**config.mk**
```make
export PLATFORM = sky130hd
export DESIGN_NAME = soc_pwm_multi_channel
export DESIGN_NICKNAME = d
export VERILOG_FILES = /design/src/rtl/soc_pwm_multi_channel.sv
export SDC_FILE = /design/constraint.sdc
export NUM_CORES = 1
export LEC_CHECK = 0
export BUFFER_PORTS_ARGS = -buffer_cell sky130_fd_sc_hd__buf_2
export CELL_PAD_IN_SITES_DETAIL_PLACEMENT = 0
export CELL_PAD_IN_SITES_GLOBAL_PLACEMENT = 1
export CORE_MARGIN = 3
export CORE_UTILIZATION = 48
export DETAILED_ROUTE_END_ITERATION = 12
export MAX_ROUTING_LAYER = met4
export PLACE_DENSITY_LB_ADDON = 0.1
export SYNTH_ARGS = -nofsm -noshare
export SYNTH_HDL_FRONTEND = slang
export SYNTH_SLANG_ARGS = --single-unit
```
**constraint.sdc**
```tcl
create_clock -name clk -period 7.2 [get_ports clk]
set_input_delay 1.44 -clock clk [delete_from_list [all_inputs] [get_ports clk]]
set_output_delay 1.44 -clock clk [all_outputs]
set_load 0.005 [all_outputs]
```
**src/rtl/soc_pwm_multi_channel.sv**
```systemverilog
// soc_pwm_multi_channel: Avalon-MM slave, NUM_CH edge-aligned PWM outputs.
// Optional period interrupt enabled by defining PWM_IRQ_EN.
module soc_pwm_multi_channel #(
    parameter int NUM_CH  = 4,
    parameter int CNT_W   = 16,
    parameter int PRESC_W = 32
) (
    input  logic              clk,
    input  logic              reset,
    input  logic [3:0]        address,
    input  logic              chipselect,
    input  logic              write_n,
    input  logic [31:0]       writedata,
    output logic [31:0]       readdata,
    output logic [NUM_CH-1:0] pwm_out,
    output logic              irq
);
    logic               bus_wr;
    logic               en;
    logic               pol;
    logic               ie;
    logic               pf;
    logic [PRESC_W-1:0] presc;
    logic [PRESC_W-1:0] pc;
    logic [CNT_W-1:0]   period;
    logic [CNT_W-1:0]   period_sh;
    logic [CNT_W-1:0]   cnt;
    logic [NUM_CH-1:0]  chen;
    logic [CNT_W-1:0]   duty    [NUM_CH];
    logic [CNT_W-1:0]   duty_sh [NUM_CH];
    logic               tick;
    logic               wrap;

    assign bus_wr = chipselect & ~write_n;
    assign tick   = en & (pc == presc);
    assign wrap   = tick & (cnt == period_sh);

    // Bus-writable configuration registers
    always_ff @(posedge clk) begin
        if (reset) begin
            en     <= 1'b0;
            pol    <= 1'b0;
            presc  <= '0;
            period <= '0;
            chen   <= '0;
            for (int i = 0; i < NUM_CH; i++)
                duty[i] <= '0;
        end else if (bus_wr) begin
            case (address)
                4'd0: begin
                    en  <= writedata[0];
                    pol <= writedata[1];
                end
                4'd1: presc  <= writedata[PRESC_W-1:0];
                4'd2: period <= writedata[CNT_W-1:0];
                4'd4: chen   <= writedata[NUM_CH-1:0];
                4'd5: chen   <= chen | writedata[NUM_CH-1:0];
                4'd6: chen   <= chen & ~writedata[NUM_CH-1:0];
                default: ;
            endcase
            for (int i = 0; i < NUM_CH; i++)
                if (address == 4'(8 + i))
                    duty[i] <= writedata[CNT_W-1:0];
        end
    end

`ifdef PWM_IRQ_EN
    // Sticky period flag; a wrap wins over a same-cycle clear
    always_ff @(posedge clk) begin
        if (reset) begin
            ie <= 1'b0;
            pf <= 1'b0;
        end else begin
            if (bus_wr && address == 4'd0)
                ie <= writedata[2];
            if (wrap)
                pf <= 1'b1;
            else if (bus_wr && address == 4'd3 && writedata[0])
                pf <= 1'b0;
        end
    end

    assign irq = pf & ie;
`else
    assign ie  = 1'b0;
    assign pf  = 1'b0;
    assign irq = 1'b0;
`endif

    // Prescaler and period counter, held at zero while disabled
    always_ff @(posedge clk) begin
        if (reset || !en) begin
            pc  <= '0;
            cnt <= '0;
        end else begin
            pc <= tick ? '0 : pc + 1'b1;
            if (tick)
                cnt <= (cnt == period_sh) ? '0 : cnt + 1'b1;
        end
    end

    // Shadows track live registers while disabled and reload at each wrap
    always_ff @(posedge clk) begin
        if (reset) begin
            period_sh <= '0;
            for (int i = 0; i < NUM_CH; i++)
                duty_sh[i] <= '0;
        end else if (!en || wrap) begin
            period_sh <= period;
            for (int i = 0; i < NUM_CH; i++)
                duty_sh[i] <= duty[i];
        end
    end

    // Registered compare outputs with polarity inversion
    always_ff @(posedge clk) begin
        if (reset) begin
            pwm_out <= '0;
        end else begin
            for (int i = 0; i < NUM_CH; i++)
                pwm_out[i] <= pol ^ (en & chen[i]
                                     & (cnt < duty_sh[i]));
        end
    end

    // Zero-wait-state read mux, fields zero-extended
    always_comb begin
        readdata = '0;
        case (address)
            4'd0: readdata[2:0] = {ie, pol, en};
            4'd1: readdata[PRESC_W-1:0] = presc;
            4'd2: readdata[CNT_W-1:0] = period;
            4'd3: readdata[0] = pf;
            4'd4, 4'd5, 4'd6:
                readdata[NUM_CH-1:0] = chen;
            default: ;
        endcase
        for (int i = 0; i < NUM_CH; i++)
            if (address == 4'(8 + i))
                readdata[CNT_W-1:0] = duty[i];
    end

endmodule
```
==> results by group, run 1 <==
Run status
  – Status: finished, final reports clean

Global routing
  – Largest net degree at the start of global routing: 65
  – Global-route wire length before repair: ~56 mm
  – Vias in the first global route: about 8800
  – GR Util All Layers: a little over a quarter
  – Initial antenna violation count: 0
  – GRT Residual Overflow: 0

STA
  – Tightest Pin Transition: around 1.2 ns
  – Fmax: 197.7 MHz
  – Final hold vios: 0
  – Max_slew headroom: roughly a fifth
  – Setup_tns: 0 ns
  – Tmin final: slightly above 5 ns
  – Worst clock skew: 0.007830 ns
  – Max Slew Vio Count: 0
  – Final setup fails: 0
  – Period utilization: a little over two thirds
  – RSZ-0062 raised after global routing: false

Detailed routing
  – DRT Pass-1 Iters: 7
  – DRC viols: 0
  – Routed Antenna Nets: 0
  – Via count: approximately 9500
  – Initial DRC Count: ~1000
  – Wire per inst: about 23 um
  – Vias/cell: 5.689
  – Final Routed Wirelength: between 30 and 40 mm

Yosys
  – Largest family of logic cells by synthesized area: simple AND/OR/NAND/NOR gates
  – Synth Area in Simple Gates: between 20% and 30%
  – Synth top area cells: edfxtp_1, dfxtp_1, and2_1
  – Proportion of synthesized area in mux cells: between 2 and 2.5%
  – Syn_area_per_cell: 9.916 sq um
  – Synth Area in Compound Gates: ~10%
  – Netlist cell types: 51
  – Post-synth top flop: edfxtp_1
  – Mapped Nets: between 1000 and 1500
  – Yosys warnings: 0
  – Register area share after synthesis: between 50% and 60%
  – Largest area contributor in the netlist: edfxtp_1
  – Synth Area in Adders: a little over 6%
  – Synth Cell Area: 12430 sq um
  – Mapped Cells: 1254
  – Post-synth EDFFs: 128
  – Synth top area share: between 30% and 40%
  – Fraction of registers with async set/reset: 0%
  – Yosys reg bits: between 200 and 300
  – Post-synthesis xor/xnor area fraction: 5.917%

Pwr
  – Leak: 5.823 nW
  – Max VDD drop: roughly 160 uV
  – PwrDens: around 230 nW/um^2

Clocking
  – Worst-path clk slew: approximately 0.06 ns
  – CTS H-tree depth: 1
  – # resized after CTS: 0
  – Max clock buf depth: 3
  – CTS Sinks: 250
  – Root Buffer: clkbuf_16
  – Cts hold-fix bufs: 0
  – Worst-skew pair later-pin latency: 0.54 ns
  – Total CTS buffers: 28
  – Setup Buffers After CTS: 0
  – CTS tree: built

Floorplanning
  – Initial Util: approximately 49%
  – Die H: between 150 and 200 um
  – Core Box Area: 25330 sq um
  – Die X-Extent: approximately 170 um
  – Row count: 58
  – IO Pins: a little under 80
  – Die Footprint: about 28000 sq um

Layout
  – Layout Nets: ~1400
  – Final core utilization: 55.90%
  – Share of cells above drive strength 1: about 11%
  – P&R area growth vs syn: 13.86%
  – Non-filler cells, final: 1667

Run
  – MaxCap Viol Count: 0

Place
  – Placed cells: between 1500 and 2000
  – Routability congestion estimate from global placement: 0.9702
  – # port buffers: 75
  – Post-DP HPWL: 28.06 mm

Setup path
  – Crit path max fanout: 18
  – Req. time, crit path: 5.76 ns
  – WP data arrival: between 3 and 4 ns
  – Startpoint type of the worst setup path: primary input
  – Worst Setup Path Type: in -> out
  – Worst setup EP type: output port

Hold path
  – Hold WC Path Type: reg -> reg
## Yosys cell counts, types with 5 or more instances
cell type,number
clkbuf_1,51
a31oi_1,18
nand4_1,20
nand2b_1,10
xnor2_1,44
mux2i_1,23
a21oi_1,78
dfxtp_1,122
o22ai_1,7
a222oi_1,13
and3_1,29
or3_1,5
o41ai_1,6
inv_1,67
edfxtp_1,128
a21o_1,12
nand3_1,24
nor4_1,14
xor2_1,40
ha_1,62
clkbuf_2,6
nand2_1,131
and2_1,132
nor3_1,16
nor2_1,96
o21ai_0,16
nor2b_1,13
o31ai_1,5
a22oi_1,17
o211ai_1,7
## power by group
group / switching (mW) / total [mW] / internal [mW] / leakage (nW)
sequential: 0.0404 / 1.58 / 1.54 / 2.33
clock: 0.591 / 1.57 / 0.981 / 0.497
combinational: 0.102 / 0.158 / 0.0558 / 2.99
total: 0.734 / 3.31 / 2.58 / 5.82
## placed cells by master (no fill, tap or decap), drive strengths merged, types with 44 or more instances in the layout
| cell | netlist | layout |
|---|---|---|
| a21oi | 78 | 78 |
| ha | 62 | 62 |
| buf | 5 | 92 |
| edfxtp | 128 | 128 |
| xnor2 | 44 | 44 |
| nand2 | 131 | 131 |
| inv | 67 | 67 |
| dfxtp | 122 | 122 |
| and2 | 133 | 133 |
| nor2 | 96 | 96 |
## worst paths after layout
path                     startpoint                           end  slack [ns]  cells past startpoint
min          presc[23]$_SDFFE_PP0P_        presc[23]$_SDFFE_PP0P_        0.48                      2
max reg2reg     cnt[5]$_SDFFE_PP0P_  duty_sh[0][10]$_SDFFCE_PN0P_        3.43                      8
min reg2reg  presc[23]$_SDFFE_PP0P_        presc[23]$_SDFFE_PP0P_        0.48                      2
max                      address[1]                   readdata[1]        2.14                      8
## layer usage
layer / track usage [%] / share of wire [%]
met5: - / 0
met3: 2.611 / 7.5
met2: 37.40 / 41
met4: 7.209 / 3.1
met1: 42.67 / 49
## area by class of cell
cell class / instances / area [sq um]
antenna: 1 / 2.502
clock buffer: 31 / 733.2
clock inverter: 21 / 284.0
fill: 2283 / 11170
inverter: 67 / 251.5
multi-input combinational: 875 / 5684
sequential: 250 / 6286
tap: 330 / 412.9
timing repair buffer: 92 / 503.0
## critical path: stages
cell and delay [ns]:
buf_2 0.27, nand2b_1 0.25, nor3_2 0.87, a22oi_1 0.15
o21ai_0 0.19, o22ai_1 0.13, a21oi_1 0.18, buf_2 0.13
## cell families (layout without fill, tap and decap cells)
kind of cell | after synthesis | in the layout
AND/OR/NAND/NOR | 507 | 507
other | 1 | 2
buffers and inverters | 129 | 211
XOR/XNOR | 84 | 84
adder cells (fa/ha/maj) | 62 | 62
AO/OA/AOI/OAI | 194 | 194
multiplexers | 27 | 27
flip-flops | 250 | 250
## sequential cells by signal, summed over array words and instances, names as in the netlist
signal     cells
chen           4
cnt           16
duty          64
duty_sh       64
en             1
pc            32
period        16
period_sh     16
pol            1
presc         32
pwm_out        4
## metrics by stage
stage	total power [mW]	hold WS (ns)	setup WS, ns	area (sq um)
4_1_cts	3.331	0.4808	2.215	14150
6_report	3.313	0.4773	2.141	14160
2_1_floorplan	1.678	0.4371	1.654	12430
3_5_place_dp	1.767	0.4724	2.222	13140
3_3_place_gp	1.765	0.4685	2.223	13140
5_1_grt	3.406	0.5127	1.981	14150
Power figures use the tool's default switching activity.
==> run 2, diff against run 1 <==
Settings changed: ABC_AREA set to 1, CORE_UTILIZATION 48 to 42.
Clock period 7.2 ns to 4.28 ns, I/O delays scaled along.
==> run 2 against run 1 <==
Compared with the run above: non-clock buffer count rose by 14; area after synthesis grew 9.7%; power up 69%; clock skew up 0.0052 ns; via count up 23%; critical path depth down 1; largest power group unchanged.
==> results by group, run 2 <==
Global routing
  – Largest net degree at the start of global routing: 66 (+1.5%)
  – Initial antenna violation count: 0 (unchanged)
  – Vias in the first global route: 10810 (+23%)
  – GRT Residual Overflow: 0 (unchanged)
  – Global-route wire length before repair: 64.66 mm (+14%)
  – GR Util All Layers: 25.50% (-1.7 points)

Yosys
  – Fraction of registers with async set/reset: 0% (unchanged)
  – Synth top area share: 28.19% (-2.7 points)
  – Synth top area cells: edfxtp_1, dfxtp_1, nand2_1
  – Yosys warnings: 0 (unchanged)
  – Post-synth top flop: edfxtp_1
  – Mapped Cells: 1736 (+38%)
  – Mapped Nets: 1838 (+36%)
  – Most common cell in the synthesized netlist: nand2_1
  – Post-synth EDFFs: 128 (unchanged)
  – Syn_area_per_cell: 7.855 sq um (-21%)
  – Yosys reg bits: 250 (unchanged)
  – Synth Cell Area: 13640 sq um (+9.7%)
  – Commonest cells in the netlist: nand2_1, inv_1, nor2_1, a21oi_1, edfxtp_1
  – Register area share after synthesis: 46.10% (-4.5 points)
  – Netlist cell types: 43 (-16%)
  – Largest area contributor in the netlist: edfxtp_1

Setup path
  – Critical Path Start: address[2]
  – R2r endpoint: duty_sh[3][1]$_SDFFCE_PN0P_
  – Startpoint type of the worst setup path: primary input
  – R2R setup slack: 1.21 ns (-2.22 ns)
  – Worst Setup Path Type: in -> out
  – Worst r2r path cells: 9 (+1)
  – Worst setup EP type: output port
  – Crit path max fanout: 17 (-1)
  – Worst R2R Start: cnt[15]$_SDFFE_PP0P_
  – Req. time, crit path: 3.42 ns (-2.34 ns)
  – WP data arrival: 2.62 ns (-1.00 ns)

Floorplanning
  – Initial Util: 42.88% (-6.2 points)
  – Die H: 186.2 um (+12%)
  – Die X-Extent: 186.2 um (+12%)
  – Die Footprint: 34660 sq um (+24%)
  – IO Pins: 77 (unchanged)
  – Row count: 65 (+12%)
  – Core Box Area: 31800 sq um (+26%)

Pwr
  – Overall power: 5.599 mW (+69%)
  – Internal: 4.277 mW (+66%)
  – PwrDens: 360.4 nW/um^2 (+54%)
  – Sw power: 1.323 mW (+80%)
  – Leak: 6.864 nW (+18%)
  – Switching share of power: 23.62% (+1.5 points)
  – Seq pwr share: 47.2% (-0.6 points)
  – Max VDD drop: 320.2 uV (+95%)
  – Combinational power share: 6.6% (+1.8 points)
  – Clock network fraction of design power: 46.2% (-1.3 points)

Place
  – Routability congestion estimate from global placement: 0.9411 (-3.0%)
  – # port buffers: 75 (unchanged)
  – Placed cell area: 14530 sq um (+11%)
  – Place WS: 0.8445 ns (-1.378 ns)
  – Post-DP HPWL: 33.20 mm (+18%)

Clocking
  – Worst-skew pair later-pin latency: 0.56 ns (+0.02 ns)
  – Max clock buf depth: 3 (unchanged)
  – Total CTS buffers: 29 (+3.6%)
  – CTS H-tree depth: 1 (unchanged)
  – Worst-path clk slew: 0.06 ns (about the same)
  – # resized after CTS: 0 (unchanged)
  – CTS tree: built
  – Root Buffer: clkbuf_16
  – CTS Sinks: 250 (unchanged)
  – Cts hold-fix bufs: 0 (unchanged)
  – Setup Buffers After CTS: 0 (unchanged)

Layout
  – Final instance area: 15540 sq um (+9.7%)
  – Fill count: 3192 (+40%)
  – P&R area growth vs syn: 13.95% (about the same)
  – # diodes: 0 (-1)
  – Most common cell after layout, fill and taps aside: nand2_1
  – Share of cells above drive strength 1: 12.45% (+1.1 points)
  – Commonest non-fill, non-tap cells in the layout: nand2_1, inv_1, nor2_1, a21oi_1, edfxtp_1
  – Final core utilization: 48.86% (-7.0 points)
  – Biggest regs: duty: 64 flops, duty_sh: 64 flops
  – Layout Nets: 1919 (+36%)

Detailed routing
  – Wire per inst: 19.01 um (-16%)
  – Routed Antenna Nets: 0 (unchanged)
  – Via count: 11690 (+23%)
  – Final Routed Wirelength: 43.25 mm (+15%)
  – Initial DRC Count: 1118 (+7.4%)
  – Vias/cell: 5.139 (-9.7%)
  – DRT Pass-1 Iters: 6 (-1)
  – DRC viols: 0 (unchanged)

STA
  – Tightest Pin Transition: 1.053 ns (-0.1409 ns)
  – RSZ-0062 raised after global routing: false
  – Final worst slack: 0.8054 ns (-1.335 ns)
  – Final hold vios: 0 (unchanged)
  – Fmax: 287.8 MHz
  – Max Slew Vio Count: 0 (unchanged)
  – Max_slew headroom: 29.80% (+10 points)
  – Final setup fails: 0 (unchanged)
  – Worst clock skew: 0.01308 ns (+0.005246 ns)
  – Period utilization: 81.18%
  – Setup_tns: 0 ns (unchanged)
  – Tmin final: 3.475 ns

Hold path
  – Hold Path End: period_sh[1]$_SDFFE_PP0P_
  – Hold WC Path Type: reg -> reg
  – HP Start: period_sh[1]$_SDFFE_PP0P_
  – Hold Path Stages: 2 (unchanged)

Run
  – MaxCap Viol Count: 0 (unchanged)

Run status
  – Status: finished, final reports clean
==> run 2: critical path, cell delays in order <==
cell	delay [ns]
buf_2	0.11
nor2_1	0.26
nand2_1	0.49
o21ai_0	0.51
a221oi_1	0.12
o211ai_1	0.12
buf_2	0.15
==> run 2: layout make-up <==
type | count | area, sq um | area share, %
flip-flops and latches | 250 | 6286 | 40.46
well taps | 435 | 544.3 | 3.503
inverters | 283 | 1062 | 6.837
clock buffers | 45 | 865.8 | 5.573
clock inverters | 9 | 137.6 | 0.8858
multi-input cells | 1147 | 6021 | 38.75
repair buffers | 106 | 620.6 | 3.994
==> run 2: per-stage QoR <==
stage,hold WS [ns],instances
3_3_place_gp,0.4729,2221
4_1_cts,0.4848,2275
5_1_grt,0.5016,2275
6_report,0.4811,2275
3_5_place_dp,0.4756,2221
2_1_floorplan,0.4434,1736
==> run 2: cell families (layout without fill, tap and decap cells) <==
family          after synthesis  in the layout  share of synthesized area (%)
compound gates              267            267                          11.00
other cells                   1              1                        0.02750
flops                       250            250                          46.10
buf+inv                     339            443                          9.800
fa+ha+maj                    62             62                          5.689
xor+xnor                     46             46                          2.955
simple gates                771            771                          24.43
==> run 2: routing by layer <==
| layer | global-route usage (%) | wire [um] | vias to the layer above |
|---|---|---|---|
| met5 | - | 0 | - |
| met4 | 5.064 | 784 | 0 |
| met3 | 4.240 | 3509 | 52 |
| met2 | 34.59 | 17390 | 407 |
| met1 | 39.81 | 21570 | 5435 |
| li1 | - | - | 5797 |
==> run 2: worst max path at each step <==
stage          cells past startpoint  slack [ns]                          end
3_3_place_gp                       7        0.87                 readdata[14]
2_1_floorplan                      4        0.97  duty_sh[0][0]$_SDFFCE_PN0P_
5_1_grt                            7        0.66                 readdata[14]
3_5_place_dp                       8        0.84                 readdata[14]
6_report                           7        0.81                 readdata[14]
4_1_cts                            8        0.85                 readdata[14]
==> run 2: power groups by stage <==
stage / Clock [mW] / Sequential (mW) / Combinational (mW)
global route: 2.72 / 2.65 / 0.412
detailed placement: 0 / 2.69 / 0.365
finish: 2.59 / 2.64 / 0.368
CTS: 2.62 / 2.64 / 0.367
global placement: 0 / 2.69 / 0.361
floorplan: 0 / 2.67 / 0.233
